<file path="config.mk">
export PLATFORM = sky130hd
export DESIGN_NAME = conv_window_3x3
export DESIGN_NICKNAME = d
export VERILOG_FILES = /design/src/rtl/conv_window_3x3_pkg.sv /design/src/rtl/conv_window_3x3_counter.sv /design/src/rtl/conv_window_3x3.sv
export SDC_FILE = /design/constraint.sdc
export NUM_CORES = 1
export LEC_CHECK = 0
export ABC_AREA = 1
export CAP_MARGIN = 20
export CORE_ASPECT_RATIO = 0.9
export CORE_UTILIZATION = 47
export DETAILED_ROUTE_END_ITERATION = 7
export PLACE_DENSITY = 0.66
export SLEW_MARGIN = 10
export SYNTH_ARGS = -nofsm -noshare
export SYNTH_HDL_FRONTEND = slang
export SYNTH_SLANG_ARGS = --single-unit
</file>
<file path="constraint.sdc">
create_clock -name clk -period 8.6 [get_ports clk]
set_clock_uncertainty 0.05 [all_clocks]
set_input_delay 0.86 -clock clk [delete_from_list [all_inputs] [get_ports clk]]
set_output_delay 0.86 -clock clk [all_outputs]
set_load 0.01 [all_outputs]
</file>
<file path="src/rtl/conv_window_3x3_pkg.sv">
// Shared definitions for the 3x3 sliding-window generator: window geometry,
// the slot numbering used on the flattened window bus, and the pixel type.
package conv_window_3x3_pkg;

  localparam int WIN     = 3;
  localparam int PIXEL_W = 8;

  typedef logic [PIXEL_W-1:0] pixel_t;

  // Slot k = r*WIN + c; r=0 is the top row, c=0 is the left column.
  function automatic int unsigned slot_idx(input int unsigned r, input int unsigned c);
    return r * WIN + c;
  endfunction

endpackage

</file>
<file path="src/rtl/conv_window_3x3_counter.sv">
// Modulo-N up-counter used to track the raster column and row of the
// incoming pixel stream; wraps to zero after N-1.
module mod_N_counter #(
  parameter int N = 28,
  parameter int W = 5
) (
  input  logic         clk,
  input  logic         rst,
  input  logic         en,
  output logic [W-1:0] count
);

  logic at_max;

  assign at_max = (count == W'(N - 1));

  // NOTE: clocked state always uses non-blocking (<=) so every register
  // samples pre-edge values, independent of block evaluation order.
  always_ff @(posedge clk or negedge rst) begin
    if (!rst) begin
      count <= '0;
    end else if (en) begin
      count <= at_max ? '0 : count + W'(1);
    end
  end

endmodule

</file>
<file path="src/rtl/conv_window_3x3.sv">
// Streaming 3x3 window generator: two row-deep line buffers feed a 3x3 shift
// window, and every fully populated window is registered for the MAC stage.
module conv_window_3x3
  import conv_window_3x3_pkg::*;
#(
  parameter int IMG_W    = 28,
  parameter int IMG_H    = 28,
  parameter int DATA_W   = 8,
  parameter int COL_BITS = 5,
  parameter int ROW_BITS = 5
) (
  input  logic                       clk,
  input  logic                       rst,
  input  logic                       in_valid,
  output logic                       in_ready,
  input  logic [DATA_W-1:0]          in_pixel,
  output logic                       out_valid,
  input  logic                       out_ready,
  output logic [WIN*WIN*DATA_W-1:0]  out_window,
  output logic [ROW_BITS-1:0]        out_row,
  output logic [COL_BITS-1:0]        out_col,
  output logic                       frame_done
);

  typedef logic [DATA_W-1:0] pix_t;

  logic                      accept;
  logic                      transfer;
  logic                      emit;
  logic                      col_at_max;
  logic                      last_win;
  logic [COL_BITS-1:0]       col_cnt;
  logic [ROW_BITS-1:0]       row_cnt;
  logic [WIN*WIN*DATA_W-1:0] win_flat;

  pix_t lb1      [IMG_W];
  pix_t lb2      [IMG_W];
  pix_t win_q    [WIN][WIN];
  pix_t win_next [WIN][WIN];

  // Single output register: upstream may only advance when the slot is free
  // or being drained this cycle.
  assign transfer   = out_valid & out_ready;
  assign in_ready   = ~out_valid | out_ready;
  assign accept     = in_valid & in_ready;
  assign col_at_max = (col_cnt == COL_BITS'(IMG_W - 1));
  assign emit       = accept && (row_cnt >= ROW_BITS'(2)) && (col_cnt >= COL_BITS'(2));
  assign last_win   = (out_row == ROW_BITS'(IMG_H - 3)) && (out_col == COL_BITS'(IMG_W - 3));

  mod_N_counter #(.N(IMG_W), .W(COL_BITS)) u_col_cnt (
    .clk   (clk),
    .rst   (rst),
    .en    (accept),
    .count (col_cnt)
  );

  mod_N_counter #(.N(IMG_H), .W(ROW_BITS)) u_row_cnt (
    .clk   (clk),
    .rst   (rst),
    .en    (accept & col_at_max),
    .count (row_cnt)
  );

  // NOTE: line buffers and window taps carry no reset; their contents are
  // never emitted before two full rows of the current frame overwrite them.
  always_ff @(posedge clk) begin
    if (accept) begin
      for (int i = 0; i < IMG_W - 1; i++) begin
        lb1[i] <= lb1[i+1];
        lb2[i] <= lb2[i+1];
      end
      lb1[IMG_W-1] <= in_pixel;
      lb2[IMG_W-1] <= lb1[0];
      win_q        <= win_next;
    end
  end

  // lb1[0] is the same column one row up, lb2[0] two rows up.
  // NOTE: every element is assigned on every pass, so no latch is inferred.
  always_comb begin
    for (int r = 0; r < WIN; r++) begin
      for (int c = 0; c < WIN - 1; c++) begin
        win_next[r][c] = win_q[r][c+1];
      end
    end
    win_next[0][WIN-1] = lb2[0];
    win_next[1][WIN-1] = lb1[0];
    win_next[2][WIN-1] = in_pixel;
  end

  always_comb begin
    win_flat = '0;
    for (int r = 0; r < WIN; r++) begin
      for (int c = 0; c < WIN; c++) begin
        win_flat[slot_idx(r, c)*DATA_W +: DATA_W] = win_next[r][c];
      end
    end
  end

  always_ff @(posedge clk or negedge rst) begin
    if (!rst) begin
      out_valid  <= 1'b0;
      out_window <= '0;
      out_row    <= '0;
      out_col    <= '0;
      frame_done <= 1'b0;
    end else begin
      frame_done <= transfer & last_win;
      if (emit) begin
        out_valid  <= 1'b1;
        out_window <= win_flat;
        out_row    <= row_cnt - ROW_BITS'(2);
        out_col    <= col_cnt - COL_BITS'(2);
      end else if (transfer) begin
        out_valid  <= 1'b0;
      end
    end
  end

endmodule

</file>
Word level (Yosys, flattened, before mapping)
Memory sizes are Yosys's and may differ from the RTL's.
Cells that the tools add are included.
- bitwise operators: 6
- muxes and demuxes: 6
- shift-type cells: 0
- $lt $le $gt $ge: 2
- $mul: 0
- reduce and logical (&&, ||, !) cells: 4
- add/sub/neg operators: 4
- div/mod/pow operators: 0
- equal/unequal tests: 4
- operator list (operator ; number):
    $eq A5 B5 Y1 const B ; 4
    $add A5 B1 Y5 const B ; 2
    $ge A5 B2 Y1 const B ; 2
    $mux W5 ; 2
    $sub A5 B2 Y5 const B ; 2
    $and A1 B1 Y1 ; 4
    $mux W1 ; 4
    $logic_and A1 B1 Y1 ; 3
    $reduce_bool A2 Y1 ; 1
    $not A1 Y1 ; 1
    $or A1 B1 Y1 ; 1
- input bits: 12
- register bits after elaboration: 142
- memories: 2
- latch bits: 0
- logic and storage cells: 41
- memory bits (read-only): 0
- memory bits (writable): 448
- memories (name ; depth ; width ; read ports ; clocked after memory_dff ; wr ports ; RTL line ; source):
    lb1 ; 28 ; 8 ; 28 ; 0 ; 28 ; conv_window_3x3.sv:36 ; pix_t lb1 [IMG_W];
    lb2 ; 28 ; 8 ; 28 ; 0 ; 28 ; conv_window_3x3.sv:37 ; pix_t lb2 [IMG_W];

Longest topological paths before layout
Gate-level depths: netlist of the first run.
- depth in word-level cells: 6
- depth in mapped cells: 10
- gate-level depth less buffers: 8

Modules after synthesis
From an unflattened synthesis of the first run, not the netlist that was laid out.
- cell total of the unflattened synthesis: 930
- area total of the unflattened synthesis: 18112.4 um^2
- modules (own cells, without submodules) (module ; area each (um^2) ; sequential area each (um^2) ; cells each ; times used):
    conv_window_3x3 ; 17626.9 ; 16035.4 ; 876 ; 1
    mod_N_counter ; 242.7 ; 125.1 ; 27 ; 2

Worst setup path after synthesis of the first run
Ideal clock, no wire load.
- path type: input port to flip-flop
- start: in out_ready
- end: reg u_col_cnt.count[3]
- cell stages on the path: 6
- setup slack: 1293 ps
- arrival time: 6854 ps
- buffers on the path: 1
- cells stage by stage: inv_1 -> nand2_2 -> nand2_2 -> inv_4 -> buf_2 -> o21ai_0
- word-level cells in the longest chain between the ends: 2
- RTL lines (element ; RTL line ; source):
    start, declared ; conv_window_3x3.sv:18 ; input logic out_ready,
    $or A1 B1 Y1 ; conv_window_3x3.sv:44 ; assign in_ready = ~out_valid | out_ready;
    via in_ready ; conv_window_3x3.sv:15 ; output logic in_ready,
    $and A1 B1 Y1 ; conv_window_3x3.sv:45 ; assign accept = in_valid & in_ready;
    via accept ; conv_window_3x3.sv:27 ; logic accept;
    end signal, assigned ; conv_window_3x3_counter.sv:23 ; count <= at_max ? '0 : count + W'(1);
    end, declared ; conv_window_3x3_counter.sv:10 ; output logic [W-1:0] count
The timed path passes the listed nets, and every way through them passes these cells.
A chain may end at the register's enable or synchronous reset.

Worst setup path after layout of the first run
- start: in out_ready
- end: reg win_q (netlist bit win_flat[14]) (enable)
- word-level cells in the longest chain between the ends: 2
- RTL lines (element ; RTL line ; source):
    $or A1 B1 Y1 ; conv_window_3x3.sv:44 ;
    $and A1 B1 Y1 ; conv_window_3x3.sv:45 ;
    end signal, assigned ; conv_window_3x3.sv:74 ; win_q <= win_next;
    end, declared ; conv_window_3x3.sv:38 ; pix_t win_q [WIN][WIN];
No other way between the ends.

==> results.md, run 1 <==
* Simple-gate share of the synthesized area at 8.48%
* Global-route wire length before repair at 42,900 um
* Sequential area share after synthesis at 88.3%
* Mux contribution to synthesized area at 0%
* CTS H-Tree Depth at 2
* Clk root buf: clkbuf_16
* Dpl hpwl at 13,700 um
* DR vias/cell at 4.93
* Via count at 7,980
* Pwr dens at 343 nW/um^2
* Status: finished, final reports clean
* PortBufs at 96
* Slew margin rel. at 21.9%
* Setup violators final at 0
* Gate power share at 18.1%
* Yosys top cell by area: edfxtp_1
* Clk sinks at 558
* Die area at 40,100 um^2
* Critical Path Slowest Stage Cell: buf_4
* Final Cycle Share at 42.6%
* Met2 Use GR at 19.2%
* Synth warn at 0
* Layout Nets at 1,075
* Final Instance Count excl. Fillers at 1,620
* Maxcap violations at 0
* Clk Latency, worst-skew pair at 0.56 ns
* Boundary pin count at 97
* Final WL at 26,700 um
* Max-slew violation count at 0
* Global route total overflow at 0
* TNS Setup at 0 ns
* Top area cells in the synthesized netlist: edfxtp_1, dfrtp_1, nand4_1, nand2_2, nand2_1
* Synth Register Bits at 558
* Largest net degree at the start of global routing at 223
* Pre-antenna DRT Iters at 5
* Crit Path Category: primary input to register
* Peak VDD IR at 0.000187 V
* Met3 GRT Util at 2.79%
* Vias in the first global route at 7,648
* Critical-path cell list: clkdlybuf4s50_1, inv_1, nand2_2, nand2_2, inv_16, buf_4, buf_16, buf_4
* Sw frac at 27.1%
* Clock power frac at 28.8%
* Tmin final at 3.67 ns
* Remaining antenna violation count at 0
* CP max FO at 159
* WP data arrival at 3.78 ns
* Leakage at 7.80 nW
* Worst EP required at 8.71 ns
* Dpl cells at 1,526
* CTS tree: built
* Measured slew at the worst slew-check pin at 1.17 ns
* Initial antenna violation count at 0
* Peak Freq at 273 MHz
* Layout cells sized above 1 at 14.9%
* DR iter-0 viols at 735
* Post-CTS sizing at 0
* CTS Hold Bufs at 0
* Num CTS Buffers at 51
* Psw at 1.99 mW
* Starting Density at 47.9%
* XOR/XNOR share of the synthesized area at 0.285%
* Row count at 68
* Synth cell types at 26
* Share of the synthesized area in the top cell type at 75.5%
* Crit. End Element: register
* Share of power burned in registers at 53.1%
* All-Layer GR Usage at 13.8%
* Syn Area/Cell at 19.7 um^2
* Internal Power at 5.36 mW
* Unrepaired setup endpoints after global routing: no
* Met1 GRT Util at 21.9%
* Post-Synth Adder-Cell Area at 0.542%
* Cells after synthesis at 935
* Die H at 190 um
* Die W at 211 um
* Largest family of logic cells by synthesized area: simple AND/OR/NAND/NOR gates
* Area after DPL at 19,800 um^2
* GRT Max-Usage Layer: met1
* Ant. Diodes at 0
* Area grow syn2layout at 16.1%
* Crit-path max cell delay at 0.74 ns
* Compound-Gate Fraction of Synth Area at 0.251%
* Final Wtd Congestion at 0.713
* Drc violations at 0
* Clock transition at path regs at 0.06 ns
* Post-Syn Area at 18,500 um^2
* Fin util at 55.6%
* Hold Crit Class: primary input to asynchronous set/reset pin
* Worst Setup Start Kind: primary input
* Fin. Hold Viols at 0
* Setup Fix Bufs, Post-CTS at 0
* Core area at 38,500 um^2
* Drt wl/cell at 16.5 um
* Clock tree buffer depth at 3
* Final Instance Area at 21,400 um^2
* Syn nets at 955
-- registers in the layout (all words and copies together), names as in the netlist --
| register | count |
|---|---|
| frame_done | 1 |
| lb1 | 210 |
| lb2 | 209 |
| out_col | 5 |
| out_row | 5 |
| out_valid | 1 |
| out_window | 72 |
| u_col_cnt.count | 5 |
| u_row_cnt.count | 5 |
| win_flat | 45 |
-- metrics by stage --
| step | worst slack [ns] | power [mW] | hold WS, ns |
|---|---|---|---|
| final | 4.93 | 7.34 | 0.251 |
| after global placement | 4.18 | 5.27 | 0.350 |
| after global routing | 4.60 | 7.74 | 0.270 |
| after detailed placement | 4.08 | 5.30 | 0.355 |
| after CTS | 4.70 | 7.44 | 0.253 |
| after floorplan | 1.29 | 4.79 | 0.350 |
-- cell usage in the layout, fill, tap and decap left out, types with 2 or more instances in the layout --
master           count
clkinv_1            11
bufinv_16            2
clkbuf_8             5
ha_1                 8
nand3_1             12
clkinv_2            11
dfrtp_1             94
clkbuf_1             9
clkbuf_16           51
nand2_1            114
nand3_4              2
clkdlybuf4s50_1     95
buf_4                7
edfxtp_1           464
nand2_2             72
nor2_1               7
o21ai_0              7
nand4_1             86
inv_1               16
inv_2                2
nor2_2               3
xor2_1               6
-- layer usage --
layer / part of all wire [%] / up-vias
met5: 0 / -
met4: 1.8 / 0
met3: 4.9 / 47
met2: 44 / 177
met1: 49 / 4023
li1: - / 3733
-- cell families after synthesis --
logic type / count (synthesis)
AO/OA/AOI/OAI: 9
XOR/XNOR: 6
adder cells (fa/ha/maj): 8
buffers and inverters: 56
flip-flops: 558
AND/OR/NAND/NOR: 298
-- cell usage after synthesis --
library cell,n
inv_2,2
nand2_4,1
edfxtp_1,464
nor2_2,3
dfrtp_1,94
nand3_1,12
inv_1,16
a21oi_1,1
nand3_2,1
nand3_4,1
buf_2,12
buf_6,2
inv_4,1
o21ai_0,7
nor2_1,7
clkbuf_1,6
nand4_1,86
o22ai_1,1
buf_8,1
ha_1,8
nand2_2,72
nand2_1,114
xor2_1,6
buf_12,7
nor3_1,1
buf_4,9
-- final cells by class --
class	count	area [um^2]
clock buffers	65	1380
multi-input cells	321	1770
flip-flops and latches	558	16300
well taps	525	657
repair buffers	104	1050
fillers	2921	17100
inverters	19	87.6
clock inverters	28	193
-- power groups by stage --
stage	logic [mW]	clock network, mW	registers (mW)
after global placement	1.32	0	3.94
after detailed placement	1.34	0	3.95
after CTS	1.35	2.18	3.91
final	1.33	2.11	3.90
after global routing	1.48	2.29	3.96
after floorplan	0.761	0	4.03
-- path summary, 6_finish.rpt --
check                                start             end  slack [ns]  cells after the start
worst min-delay path                   rst  out_window[33]        0.25                      1
max in group asynchronous              rst  out_window[66]        7.06                      2
min in group clk                lb2[4][16]       lb2[4][8]        0.35                      0
worst min register to register  lb2[4][16]       lb2[4][8]        0.35                      0
worst max register to register   out_valid    win_flat[14]        5.33                      6
worst max-delay path             out_ready    win_flat[14]        4.93                      8
-- critical path, delay by kind of cell --
family,cells,cell delay [ns]
simple gates,2,0.24
buf+inv,6,2.55
(Power assumes the default switching activity.)
==> run 2, diff against run 1 <==
==> constraint.sdc (replaced) <==
create_clock -name clk -period 3.5 [get_ports clk]
set_clock_uncertainty 0.05 [all_clocks]
set_input_delay 0.35 -clock clk [delete_from_list [all_inputs] [get_ports clk]]
set_output_delay 0.35 -clock clk [all_outputs]
set_load 0.01 [all_outputs]
==> results.md, run 2 (synthesized netlist as in run 1, its figures left out) <==
* Status: finished, final reports clean
* Leakage at 7.84 nW (+0.49%)
* Clk sinks at 558 (unchanged)
* Critical Path Slowest Stage Cell: nand3_4
* Unrepaired setup endpoints after global routing: no
* CP max FO at 33 (-79%)
* Dpl hpwl at 14,800 um (+7.3%)
* TNS Setup at 0 ns (unchanged)
* Max-slew violation count at 0 (unchanged)
* Final Wtd Congestion at 0.765 (+7.3%)
* Row count at 68 (unchanged)
* CTS H-Tree Depth at 2 (unchanged)
* Slew margin rel. at 43.0% (+21 points)
* Worst EP required at 3.95 ns (-4.76 ns)
* Remaining antenna violation count at 0 (unchanged)
* Post-CTS sizing at 0 (unchanged)
* Setup Fix Bufs, Post-CTS at 0 (unchanged)
* Gate power share at 18.3% (+0.2 points)
* PortBufs at 96 (unchanged)
* Fin. Hold Viols at 0 (unchanged)
* Die H at 190 um (unchanged)
* Clock power frac at 29.2% (+0.4 points)
* R2R cell count at 9 (+3)
* Sw frac at 26.9% (-0.13 points)
* Global-route wire length before repair at 44,800 um (+4.4%)
* Peak Freq at 396 MHz
* Layout Nets at 1,078 (+0.28%)
* Hold Crit Class: primary input to register
* Critical-path cell list: inv_1, ha_1, inv_1, nor2_1, nand3_4, nand3_4, buf_12, nand2_1, nand2_1
* Boundary pin count at 97 (unchanged)
* Global route total overflow at 0 (unchanged)
* Clock tree buffer depth at 3 (unchanged)
* Clock transition at path regs at 0.06 ns (about the same)
* Crit-path max cell delay at 0.59 ns (-0.15 ns)
* Core area at 38,500 um^2 (unchanged)
* Largest net degree at the start of global routing at 163 (-27%)
* Peak VDD IR at 0.000471 V (+150%)
* WP buf/inv at 3 (-3)
* Ant. Diodes at 0 (unchanged)
* Num CTS Buffers at 51 (unchanged)
* Initial antenna violation count at 0 (unchanged)
* Clk Latency, worst-skew pair at 0.56 ns (about the same)
* DR iter-0 viols at 716 (-2.6%)
* Worst hold path cell count at 1
* Drt wl/cell at 17.0 um (+3.2%)
* Pwr dens at 848 nW/um^2 (+150%)
* Die W at 211 um (unchanged)
* Final Instance Count excl. Fillers at 1,624 (+0.25%)
* Drc violations at 0 (unchanged)
* Most common cell after layout, fill and taps aside: edfxtp_1
* Final WL at 27,600 um (+3.4%)
* Commonest cells after routing, fill and taps aside: edfxtp_1, nand2_1, clkdlybuf4s50_1, dfrtp_1, nand4_1
* Worst path depth at 9 (+1)
* Clk root buf: clkbuf_16
* Pre-antenna DRT Iters at 5 (unchanged)
* Share of power burned in registers at 52.5% (-0.6 points)
* Crit. End Element: register
* Psw at 4.92 mW (+150%)
* All-Layer GR Usage at 14.3% (+0.54 points)
* Worst path top cell family by delay: simple AND/OR/NAND/NOR gates
* Maxcap violations at 0 (unchanged)
* Via count at 8,075 (+1.2%)
* Final Cycle Share at 72.2%
* Top flop regs: lb1 (210), lb2 (209), out_window (72)
* Dpl cells at 1,529 (+0.20%)
* CTS tree: built
* Tmin final at 2.53 ns
* DR vias/cell at 4.97 (+0.94%)
* Vias in the first global route at 8,062 (+5.4%)
* Max FFs per register at 210 (unchanged)
* Measured slew at the worst slew-check pin at 0.855 ns (-0.317 ns)
* WP data arrival at 2.97 ns (-0.81 ns)
* Layout cells sized above 1 at 14.6% (-0.24 points)
* Starting Density at 47.9% (unchanged)
* Area grow syn2layout at 16.8%
* Worst Setup Start Kind: register
* Top reg by flops: lb1
* Crit Path Category: register to register
* Die area at 40,100 um^2 (unchanged)
* Setup violators final at 0 (unchanged)
* Internal Power at 13.4 mW (+150%)
run 2: layout make-up:
class,instances,area [um^2]
fillers,2900,17000
flip-flops and latches,558,16300
multi-input cells,321,1770
clock buffers,73,1440
repair buffers,107,1120
well taps,525,657
clock inverters,21,184
inverters,19,87.6
run 2: per-layer routing:
| metal | share of wire (%) | global-route usage (%) | wire (um) | up-vias |
|---|---|---|---|---|
| met1 | 49 | 21.9 | 13600 | 4115 |
| met4 | 1.4 | 3.99 | 393 | 0 |
| met3 | 4.7 | 3.12 | 1310 | 38 |
| met2 | 45 | 20.9 | 12400 | 176 |
| met5 | 0 | 0 | 0 | - |
| li1 | - | - | - | 3746 |
run 2: stage by stage:
step	power [mW]	area [um^2]	worst slack [ns]	hold WS (ns)	utilization (%)
after detailed placement	13.1	19900	0.876	0.355	51.7
final	18.3	21500	0.972	0.343	55.9
after floorplan	11.6	18500	0.0125	0.00441	-
after global placement	13.0	19900	0.922	0.350	51.7
after CTS	18.5	21500	0.941	0.307	55.9
after global routing	19.2	21500	0.749	0.313	55.9
run 2: worst register-to-register path: stages (launching register included):
cell and delay, ns:
dfrtp_1 0.42, inv_1 0.15, ha_1 0.20, inv_1 0.04, nor2_1 0.15, nand3_4 0.37, nand3_4 0.59, buf_12 0.31
nand2_1 0.12, nand2_1 0.07
run 2: repair_timing:
item | in CTS | in global routing
hold endpoints to repair | 50 | 0
setup endpoints to repair | 0 | 0
hold buffers | 1 | 0
run 2: power groups by stage:
stage	registers, mW	logic (mW)	clock network (mW)
2_1_floorplan	9.77	1.87	0
4_1_cts	9.62	3.40	5.49
3_5_place_dp	9.72	3.39	0
5_1_grt	9.76	3.70	5.74
6_report	9.60	3.34	5.33
3_3_place_gp	9.70	3.33	0
run 2: worst paths after layout:
check	start	slack [ns]	to
hold / removal	in_pixel[0]	0.34	win_flat[56]
min in group asynchronous	rst	0.38	out_window[33]
max in group asynchronous	rst	2.16	u_col_cnt.count[4]
setup reg to reg	u_col_cnt.count[1]	0.97	out_window[34]
setup / recovery	u_col_cnt.count[1]	0.97	out_window[34]
hold reg to reg	lb2[3][17]	0.36	lb2[3][9]
